### src/rtl/mips_mc_control_unit.sv
// Multicycle MIPS control unit.
// Sequences fetch/decode/execute/memory/writeback and drives every datapath
// enable, mux select and the ALU operation code.
//
// Ports:
//   clk, rst (sync, active low), en (global advance/stall)
//   Opcode, Funct       instruction fields (stable from DECODE onward)
//   MemReady            memory access complete
//   IorD, MemRead, MemWrite, IRWrite, PCWrite, Branch, BranchNe, PCSrc,
//   ALUSrcA, ALUSrcB, ExtSel, ALUControl, RegDst, MemtoReg, RegWrite
//                       datapath controls
//   Illegal             sticky illegal-instruction flag
//   State               current state (debug)
module mips_mc_control_unit #(
  parameter int unsigned MEM_WAIT  = 1,
  parameter int unsigned ALUCTRL_W = 3,
  parameter int unsigned HAS_JAL   = 1
) (
  input  logic                 clk,
  input  logic                 rst,
  input  logic                 en,
  input  logic [5:0]           Opcode,
  input  logic [5:0]           Funct,
  input  logic                 MemReady,
  output logic                 IorD,
  output logic                 MemRead,
  output logic                 MemWrite,
  output logic                 IRWrite,
  output logic                 PCWrite,
  output logic                 Branch,
  output logic                 BranchNe,
  output logic [1:0]           PCSrc,
  output logic                 ALUSrcA,
  output logic [1:0]           ALUSrcB,
  output logic                 ExtSel,
  output logic [ALUCTRL_W-1:0] ALUControl,
  output logic [1:0]           RegDst,
  output logic [1:0]           MemtoReg,
  output logic                 RegWrite,
  output logic                 Illegal,
  output logic [3:0]           State
);

  typedef enum logic [3:0] {
    StFetch  = 4'd0,
    StDecode = 4'd1,
    StMemAdr = 4'd2,
    StMemRd  = 4'd3,
    StMemWb  = 4'd4,
    StMemWr  = 4'd5,
    StRtExe  = 4'd6,
    StAluWb  = 4'd7,
    StBranch = 4'd8,
    StIExe   = 4'd9,
    StIWb    = 4'd10,
    StJump   = 4'd11,
    StJal    = 4'd12,
    StHalt   = 4'd15
  } state_e;

  localparam logic [3:0] AluAnd = 4'b0000;
  localparam logic [3:0] AluOr  = 4'b0001;
  localparam logic [3:0] AluAdd = 4'b0010;
  localparam logic [3:0] AluSub = 4'b0110;
  localparam logic [3:0] AluSlt = 4'b0111;
  localparam logic [3:0] AluNor = 4'b1100;

  state_e     state_q, state_d;
  logic       illegal_q;
  logic       mem_ready;
  logic       rtype_legal;
  logic [3:0] rtype_alu;
  logic [3:0] imm_alu;
  logic       imm_zext;
  logic [3:0] alu;
  logic       gate;
  logic       mem_read_raw, mem_write_raw, ir_write_raw, pc_write_raw;
  logic       branch_raw, branch_ne_raw, reg_write_raw;

  assign mem_ready = (MEM_WAIT != 0) ? MemReady : 1'b1;

  // R-type function decode; nor exists only with the wide ALU code.
  always_comb begin
    rtype_legal = 1'b1;
    rtype_alu   = AluAdd;
    case (Funct)
      6'h20: rtype_alu = AluAdd;
      6'h22: rtype_alu = AluSub;
      6'h24: rtype_alu = AluAnd;
      6'h25: rtype_alu = AluOr;
      6'h2A: rtype_alu = AluSlt;
      6'h27: begin
        if (ALUCTRL_W == 4) rtype_alu = AluNor;
        else                rtype_legal = 1'b0;
      end
      default: rtype_legal = 1'b0;
    endcase
  end

  // Immediate ALU decode, reused in IWB since Opcode stays stable.
  always_comb begin
    imm_alu  = AluAdd;
    imm_zext = 1'b0;
    case (Opcode)
      6'h0C: begin imm_alu = AluAnd; imm_zext = 1'b1; end
      6'h0D: begin imm_alu = AluOr;  imm_zext = 1'b1; end
      6'h0A: imm_alu = AluSlt;
      default: imm_alu = AluAdd;
    endcase
  end

  always_comb begin
    state_d = state_q;
    case (state_q)
      StFetch:  if (mem_ready) state_d = StDecode;
      StDecode: begin
        case (Opcode)
          6'h23, 6'h2B:               state_d = StMemAdr;
          6'h00:                      state_d = rtype_legal ? StRtExe : StHalt;
          6'h04, 6'h05:               state_d = StBranch;
          6'h08, 6'h0C, 6'h0D, 6'h0A: state_d = StIExe;
          6'h02:                      state_d = StJump;
          6'h03:                      state_d = (HAS_JAL != 0) ? StJal : StHalt;
          default:                    state_d = StHalt;
        endcase
      end
      StMemAdr: state_d = (Opcode == 6'h23) ? StMemRd : StMemWr;
      StMemRd:  if (mem_ready) state_d = StMemWb;
      StMemWb:  state_d = StFetch;
      StMemWr:  if (mem_ready) state_d = StFetch;
      StRtExe:  state_d = StAluWb;
      StAluWb:  state_d = StFetch;
      StBranch: state_d = StFetch;
      StIExe:   state_d = StIWb;
      StIWb:    state_d = StFetch;
      StJump:   state_d = StFetch;
      StJal:    state_d = StFetch;
      StHalt:   state_d = StHalt;
      default:  state_d = StHalt;  // unused codes 13/14
    endcase
  end

  always_ff @(posedge clk) begin
    if (!rst) begin
      state_q   <= StFetch;
      illegal_q <= 1'b0;
    end else if (en) begin
      state_q <= state_d;
      if (state_d == StHalt) illegal_q <= 1'b1;
    end
  end

  always_comb begin
    IorD          = 1'b0;
    PCSrc         = 2'b00;
    ALUSrcA       = 1'b0;
    ALUSrcB       = 2'b00;
    ExtSel        = 1'b0;
    alu           = AluAdd;
    RegDst        = 2'b00;
    MemtoReg      = 2'b00;
    mem_read_raw  = 1'b0;
    mem_write_raw = 1'b0;
    ir_write_raw  = 1'b0;
    pc_write_raw  = 1'b0;
    branch_raw    = 1'b0;
    branch_ne_raw = 1'b0;
    reg_write_raw = 1'b0;
    case (state_q)
      StFetch: begin
        mem_read_raw = 1'b1;
        ALUSrcB      = 2'b01;
        ir_write_raw = mem_ready;
        pc_write_raw = mem_ready;
      end
      StDecode: ALUSrcB = 2'b11;
      StMemAdr: begin
        ALUSrcA = 1'b1;
        ALUSrcB = 2'b10;
      end
      StMemRd: begin
        IorD         = 1'b1;
        mem_read_raw = 1'b1;
      end
      StMemWb: begin
        MemtoReg      = 2'b01;
        reg_write_raw = 1'b1;
      end
      StMemWr: begin
        IorD          = 1'b1;
        mem_write_raw = 1'b1;
      end
      StRtExe: begin
        ALUSrcA = 1'b1;
        alu     = rtype_alu;
      end
      StAluWb: begin
        RegDst        = 2'b01;
        reg_write_raw = 1'b1;
      end
      StBranch: begin
        ALUSrcA       = 1'b1;
        alu           = AluSub;
        PCSrc         = 2'b01;
        branch_raw    = (Opcode == 6'h04);
        branch_ne_raw = (Opcode == 6'h05);
      end
      StIExe: begin
        ALUSrcA = 1'b1;
        ALUSrcB = 2'b10;
        alu     = imm_alu;
        ExtSel  = imm_zext;
      end
      StIWb: begin
        alu           = imm_alu;
        ExtSel        = imm_zext;
        reg_write_raw = 1'b1;
      end
      StJump: begin
        PCSrc        = 2'b10;
        pc_write_raw = 1'b1;
      end
      StJal: begin
        PCSrc         = 2'b10;
        pc_write_raw  = 1'b1;
        reg_write_raw = 1'b1;
        RegDst        = 2'b10;
        MemtoReg      = 2'b10;
      end
      default: ;
    endcase
  end

  // Writes and requests are suppressed under reset or stall so no partial
  // transaction can leak out.
  assign gate     = rst & en;
  assign MemRead  = mem_read_raw & gate;
  assign MemWrite = mem_write_raw & gate;
  assign IRWrite  = ir_write_raw & gate;
  assign PCWrite  = pc_write_raw & gate;
  assign Branch   = branch_raw & gate;
  assign BranchNe = branch_ne_raw & gate;
  assign RegWrite = reg_write_raw & gate;

  assign ALUControl = alu[ALUCTRL_W-1:0];
  assign Illegal    = illegal_q;
  assign State      = state_q;

endmodule

### config.mk
export PLATFORM = sky130hd
export DESIGN_NAME = mips_mc_control_unit
export DESIGN_NICKNAME = d
export VERILOG_FILES = /design/src/rtl/mips_mc_control_unit.sv
export SDC_FILE = /design/constraint.sdc
export NUM_CORES = 1
export LEC_CHECK = 0
export ABC_AREA = 1
export CAP_MARGIN = 10
export CORE_UTILIZATION = 43
export CTS_CLUSTER_DIAMETER = 50
export DETAILED_ROUTE_END_ITERATION = 10
export GPL_ROUTABILITY_DRIVEN = 0
export PLACE_DENSITY = 0.85
export SYNTH_ARGS = -nofsm -noshare
export SYNTH_HDL_FRONTEND = slang
export SYNTH_SLANG_ARGS = --single-unit
### constraint.sdc
create_clock -name clk -period 2.1 [get_ports clk]
set_input_delay 0.525 -clock clk [delete_from_list [all_inputs] [get_ports clk]]
set_output_delay 0.525 -clock clk [all_outputs]
set_load 0.01 [all_outputs]
# --- Word level (Yosys, flattened, before mapping) ---
# Cells that the tools add are included.
totals:
  register_bits: 5
  input_bits: 16
  out_inout_bits: 26
  wordCells: 80
op_classes:
  eq_ne: 28
  muxes: 26
  bitwise: 8
  n_reduce_logical: 16
op_table:
  columns: ["op", "n"]
  rows:
  - ["== test 6 bit (second input constant)", 7]
  - ["one-hot mux 4 bit (8 select lines)", 1]
  - ["== test 4 bit (second input constant)", 6]
  - ["== test 6 x 4 -> 1 bit (second input constant)", 4]
  - ["one-hot mux 4 bit (6 select lines)", 1]
  - ["one-hot mux 3 bit (3 select lines)", 2]
  - ["== test 4 x 3 -> 1 bit (second input constant)", 4]
  - ["two-way mux 4 bit", 4]
  - ["OR reduction 2 bit", 8]
  - ["== test 6 x 2 -> 1 bit (second input constant)", 2]
  - ["== test 6 x 3 -> 1 bit (second input constant)", 2]
  - ["one-hot mux 2 bit (2 select lines)", 3]
  - ["one-hot mux 3 bit (4 select lines)", 1]
  - ["OR reduction 4 bit", 3]
  - ["two-way mux 1 bit", 11]
  - ["bitwise AND 1 bit", 8]
  - ["== test 4 x 2 -> 1 bit (second input constant)", 2]
  - ["zero test 6 bit", 1]
  - ["one-hot mux 2 bit (3 select lines)", 1]
  - ["OR reduction 6 bit", 1]
  - ["OR reduction 5 bit", 1]
  - ["== test 4 x 1 -> 1 bit (second input constant)", 1]
  - ["zero test 4 bit", 1]
  - ["two-way mux 3 bit", 1]
  - ["other kinds (2)", 2]

# --- Logic depth before layout (Yosys ltp) ---
depth:
  ltp_word: 8
  ltp_mapped: 12
  mapped_depth_nobuf: 12

# --- Least setup slack after synthesis ---
# OpenSTA, ideal clock, no wires.
synth_path:
  path_kind: "register -> output"
  from: "register state_q[0] (netlist: State[0])"
  to: "output PCWrite"
  arrival_ns: 1.411
  required_time_ns: 1.575
  path_slack_ns: 0.164
  path_stages_with_launch: 8
  n_path_buf: 0
  cell_sequence: "dfxtp_1 > nor2_2 > inv_2 > nor3_2 > inv_1 > o21ai_1 > inv_1 > a21oi_1"
synth_via:
  elab_chain_len: 4
  word_cells_on_any_way: 6
  classes_between: "eq/ne (2); mux (1); bitwise (1); reduce/logical (2)"
synth_lines:
  columns: ["item", "line", "text"]
  rows:
  - ["start, declared", "68", "state_e state_q, state_d;"]
  - ["start signal, assigned", "145", "state_q <= StFetch;"]
  - ["start signal, assigned", "148", "state_q <= state_d;"]
  - ["== test 4 bit", "169", "case (state_q)"]
  - ["OR reduction 2 bit (no source line)", null, null]
  - ["one-hot mux 1 bit (2 select lines) (*)", "169", null]
  - ["bitwise AND 1 bit (*)", "240", "assign PCWrite = pc_write_raw & gate;"]
  - ["end, declared", "29", "output logic PCWrite,"]
# Mark *: on every way between the ends. The rest lies on a longest branch, timed or not.

# --- Worst setup path after layout ---
layout_path:
  from: "register state_q[0] (netlist: State[0])"
  to: "output BranchNe"
layout_via:
  elab_chain_len: 3
layout_lines:
  columns: ["item", "line", "text"]
  rows:
  - ["== test 4 bit", "169", null]
  - ["two-way mux 1 bit", "169", null]
  - ["bitwise AND 1 bit", "242", "assign BranchNe = branch_ne_raw & gate;"]
  - ["end, declared", "31", "output logic BranchNe,"]
# Every way passes these cells.

==> metrics <==
Synth Instances between 150 and 200; Worst-Margin Slew 424 ps; chip width about 46 um; most numerous cell on the critical path nor2_4; H-tree Lvls 1; Buffers & Inverters on Critical Path 2; clk root buf clkbuf_4; Clock Pin Slew Worst Setup and Hold Paths roughly 60 ps; violated checks negative setup slack; # setup viols final 3; Yosys reg bits 5; vias in the first global route roughly 1,500; worst hold-check path type reg -> reg; Sink Count 5; met3 usage 0.0863; WP data arrival 1670 ps; setup ws final -94.4 ps; fin crit share 1.04; mapped cell area 847 sq um; final antenna-violating net count 0; crit start category flop; DR DRC count 0; antenna violations before repair 0; syn nets approximately 180; R2R Setup Slk approximately 220 ps; post-synthesis compound-gate area fraction 0.117; number of max-cap violations 0; crit-path max cell delay approximately 380 ps; fin crit period approximately 2200 ps; synth warn 0; Synth area leaders nand2_1 15%, nor2_1 12%, dfxtp_1 12%; R2R depth 11; CTS tree yes; Final Max Tran Viols 0; initial core utilization 0.475; final hold vios 0; M2 GR Usage 0.675; Die H 46.4 um; num rows 15; CP Capture Type primary output; most frequent cells in the layout 40 x buf_4, 31 x nand2_1, 21 x inv_1, 20 x dlygate4sd2_1, 19 x nor2_1; dpl cell area 0.00156 sq mm; mux cell area share after synthesis 0; crit path kind reg -> out; hold depth 2; layout cell share with drive strength beyond 1 0.439; largest net degree at the start of global routing 8; Top Ports 42; WL per Instance ~18 um; CTS Buf Count 3; Req. time, crit path 1570 ps; Tot GR Track Use 0.412; Congestion Overflow GR 0; Final Cell Area 0.00161 sq mm; xor and xnor area share after synthesis 0; FF-to-FF Start State[2]$_SDFFE_PN0P_; Worst Setup SP State[0]$_SDFFE_PN0P_; commonest non-fill, non-tap cell in the layout buf_4; pre-CTS setup slack -602 ps; vias post-DR around 1,600; met1 usage 0.473; first-pass GRT wire length approximately 6.3 mm; total power approximately 0.57 mW; drt total wl roughly 4.7 mm; status finished with violations; adder-cell share of the synthesized area 0; 1st-pass router iterations 4; simple-gate share of the synthesized area 0.610; 1st-iter DRT viols between 100 and 150; Slew Limit Headroom 0.717; crit-path cells nor2_4 -> inv_2 -> nor2_4 -> nand4_1 -> nor3_2 -> buf_2; # nets final ~260; leakage power just under 0.9 nW; HPWL after DPL about 2.6 mm; core box area approximately 0.0018 sq mm; Clk Latency, worst-skew pair about 270 ps; die area 0.00215 sq mm; Final Skew 11.1 ps; Port Buf Inserts 41; CP max stage cell dfxtp_4; power per cell area 350 mW/mm^2; Hold Crit Start Illegal$_SDFFE_PN0P_; vias per cell 5.84; share of the synthesized area in the top cell type 0.151; Avg Synthesized Cell Area 5.26 sq um; Netlist cell types 23; leading area contributor after synthesis nand2_1; busiest grt layer met2; clock buffer depth 2; diode count 0; CP Max Fanout 6; WP depth 6; Fmax roughly 460 MHz; Hold WS ~490 ps; largest family of logic cells by synthesized area simple AND/OR/NAND/NOR gates; setup repair after global routing missed its margin true; crit-path leading delay family simple AND/OR/NAND/NOR gates; Worst IR Drop VDD approximately 0.40 mV; area grow syn2layout 90.5%; Seq/Total Area, Yosys 0.118
cell usage after synthesis, drive strengths merged:
library cell	count
dfxtp	5
a22o	1
nand2	39
buf	1
nor3	5
o211ai	1
nand3	15
nor4	1
nor2	37
nand4	6
inv	33
o2111ai	2
a21oi	6
o21ai	7
nor3b	1
nand3b	1
power by group:
part	switching, mW	internal [mW]
clock network	0.0556	0.0729
registers	0.0105	0.102
logic	0.182	0.142
routing by layer:
layer / vias up / wire length, um
li1: 682 / -
met1: 704 / 1630
met2: 149 / 2210
met3: 35 / 562
met4: 0 / 311
met5: - / 0
path summary, 6_finish.rpt:
check | to
hold reg to reg | Illegal$_SDFFE_PN0P_
setup reg to reg | State[2]$_SDFFE_PN0P_
hold / removal | Illegal$_SDFFE_PN0P_
setup / recovery | BranchNe
kinds of logic after synthesis:
| logic type | count (synthesis) |
|---|---|
| flip-flops | 5 |
| AND/OR/NAND/NOR | 105 |
| buffers and inverters | 34 |
| AO/OA/AOI/OAI | 17 |
tightest hold or removal path, delay by kind of cell (launching register included):
kind	cells	cell delay [ps]
flip-flops	1	320
buffers and inverters	1	60
AO/OA/AOI/OAI	1	60
state kept, by name (all words and copies together), names as in the netlist:
signal / cells
State: 4
Illegal: 1
through the flow:
stage | setup TNS (ps) | util | cells
3_3_place_gp | -4800 | 0.874 | 263
2_1_floorplan | 0 | - | 161
3_5_place_dp | -5430 | 0.874 | 263
6_report | -145 | 0.905 | 269
5_1_grt | -695 | 0.905 | 269
4_1_cts | 0 | 0.894 | 268
what timing repair did:
item,in CTS,in global routing
pin swaps,7,7
gates resized for setup,73,26
hold buffers,0,0
setup buffers,1,1
endpoints found under the setup margin,21,11
cell type report:
| class | count | area, sq um |
|---|---|---|
| multi-input combinational | 122 | 701 |
| timing repair buffer | 80 | 624 |
| fill | 89 | 169 |
| inverter | 33 | 124 |
| sequential | 5 | 108 |
| tap | 25 | 31.3 |
| clock buffer | 4 | 26.3 |
(Power assumes the default switching activity.)
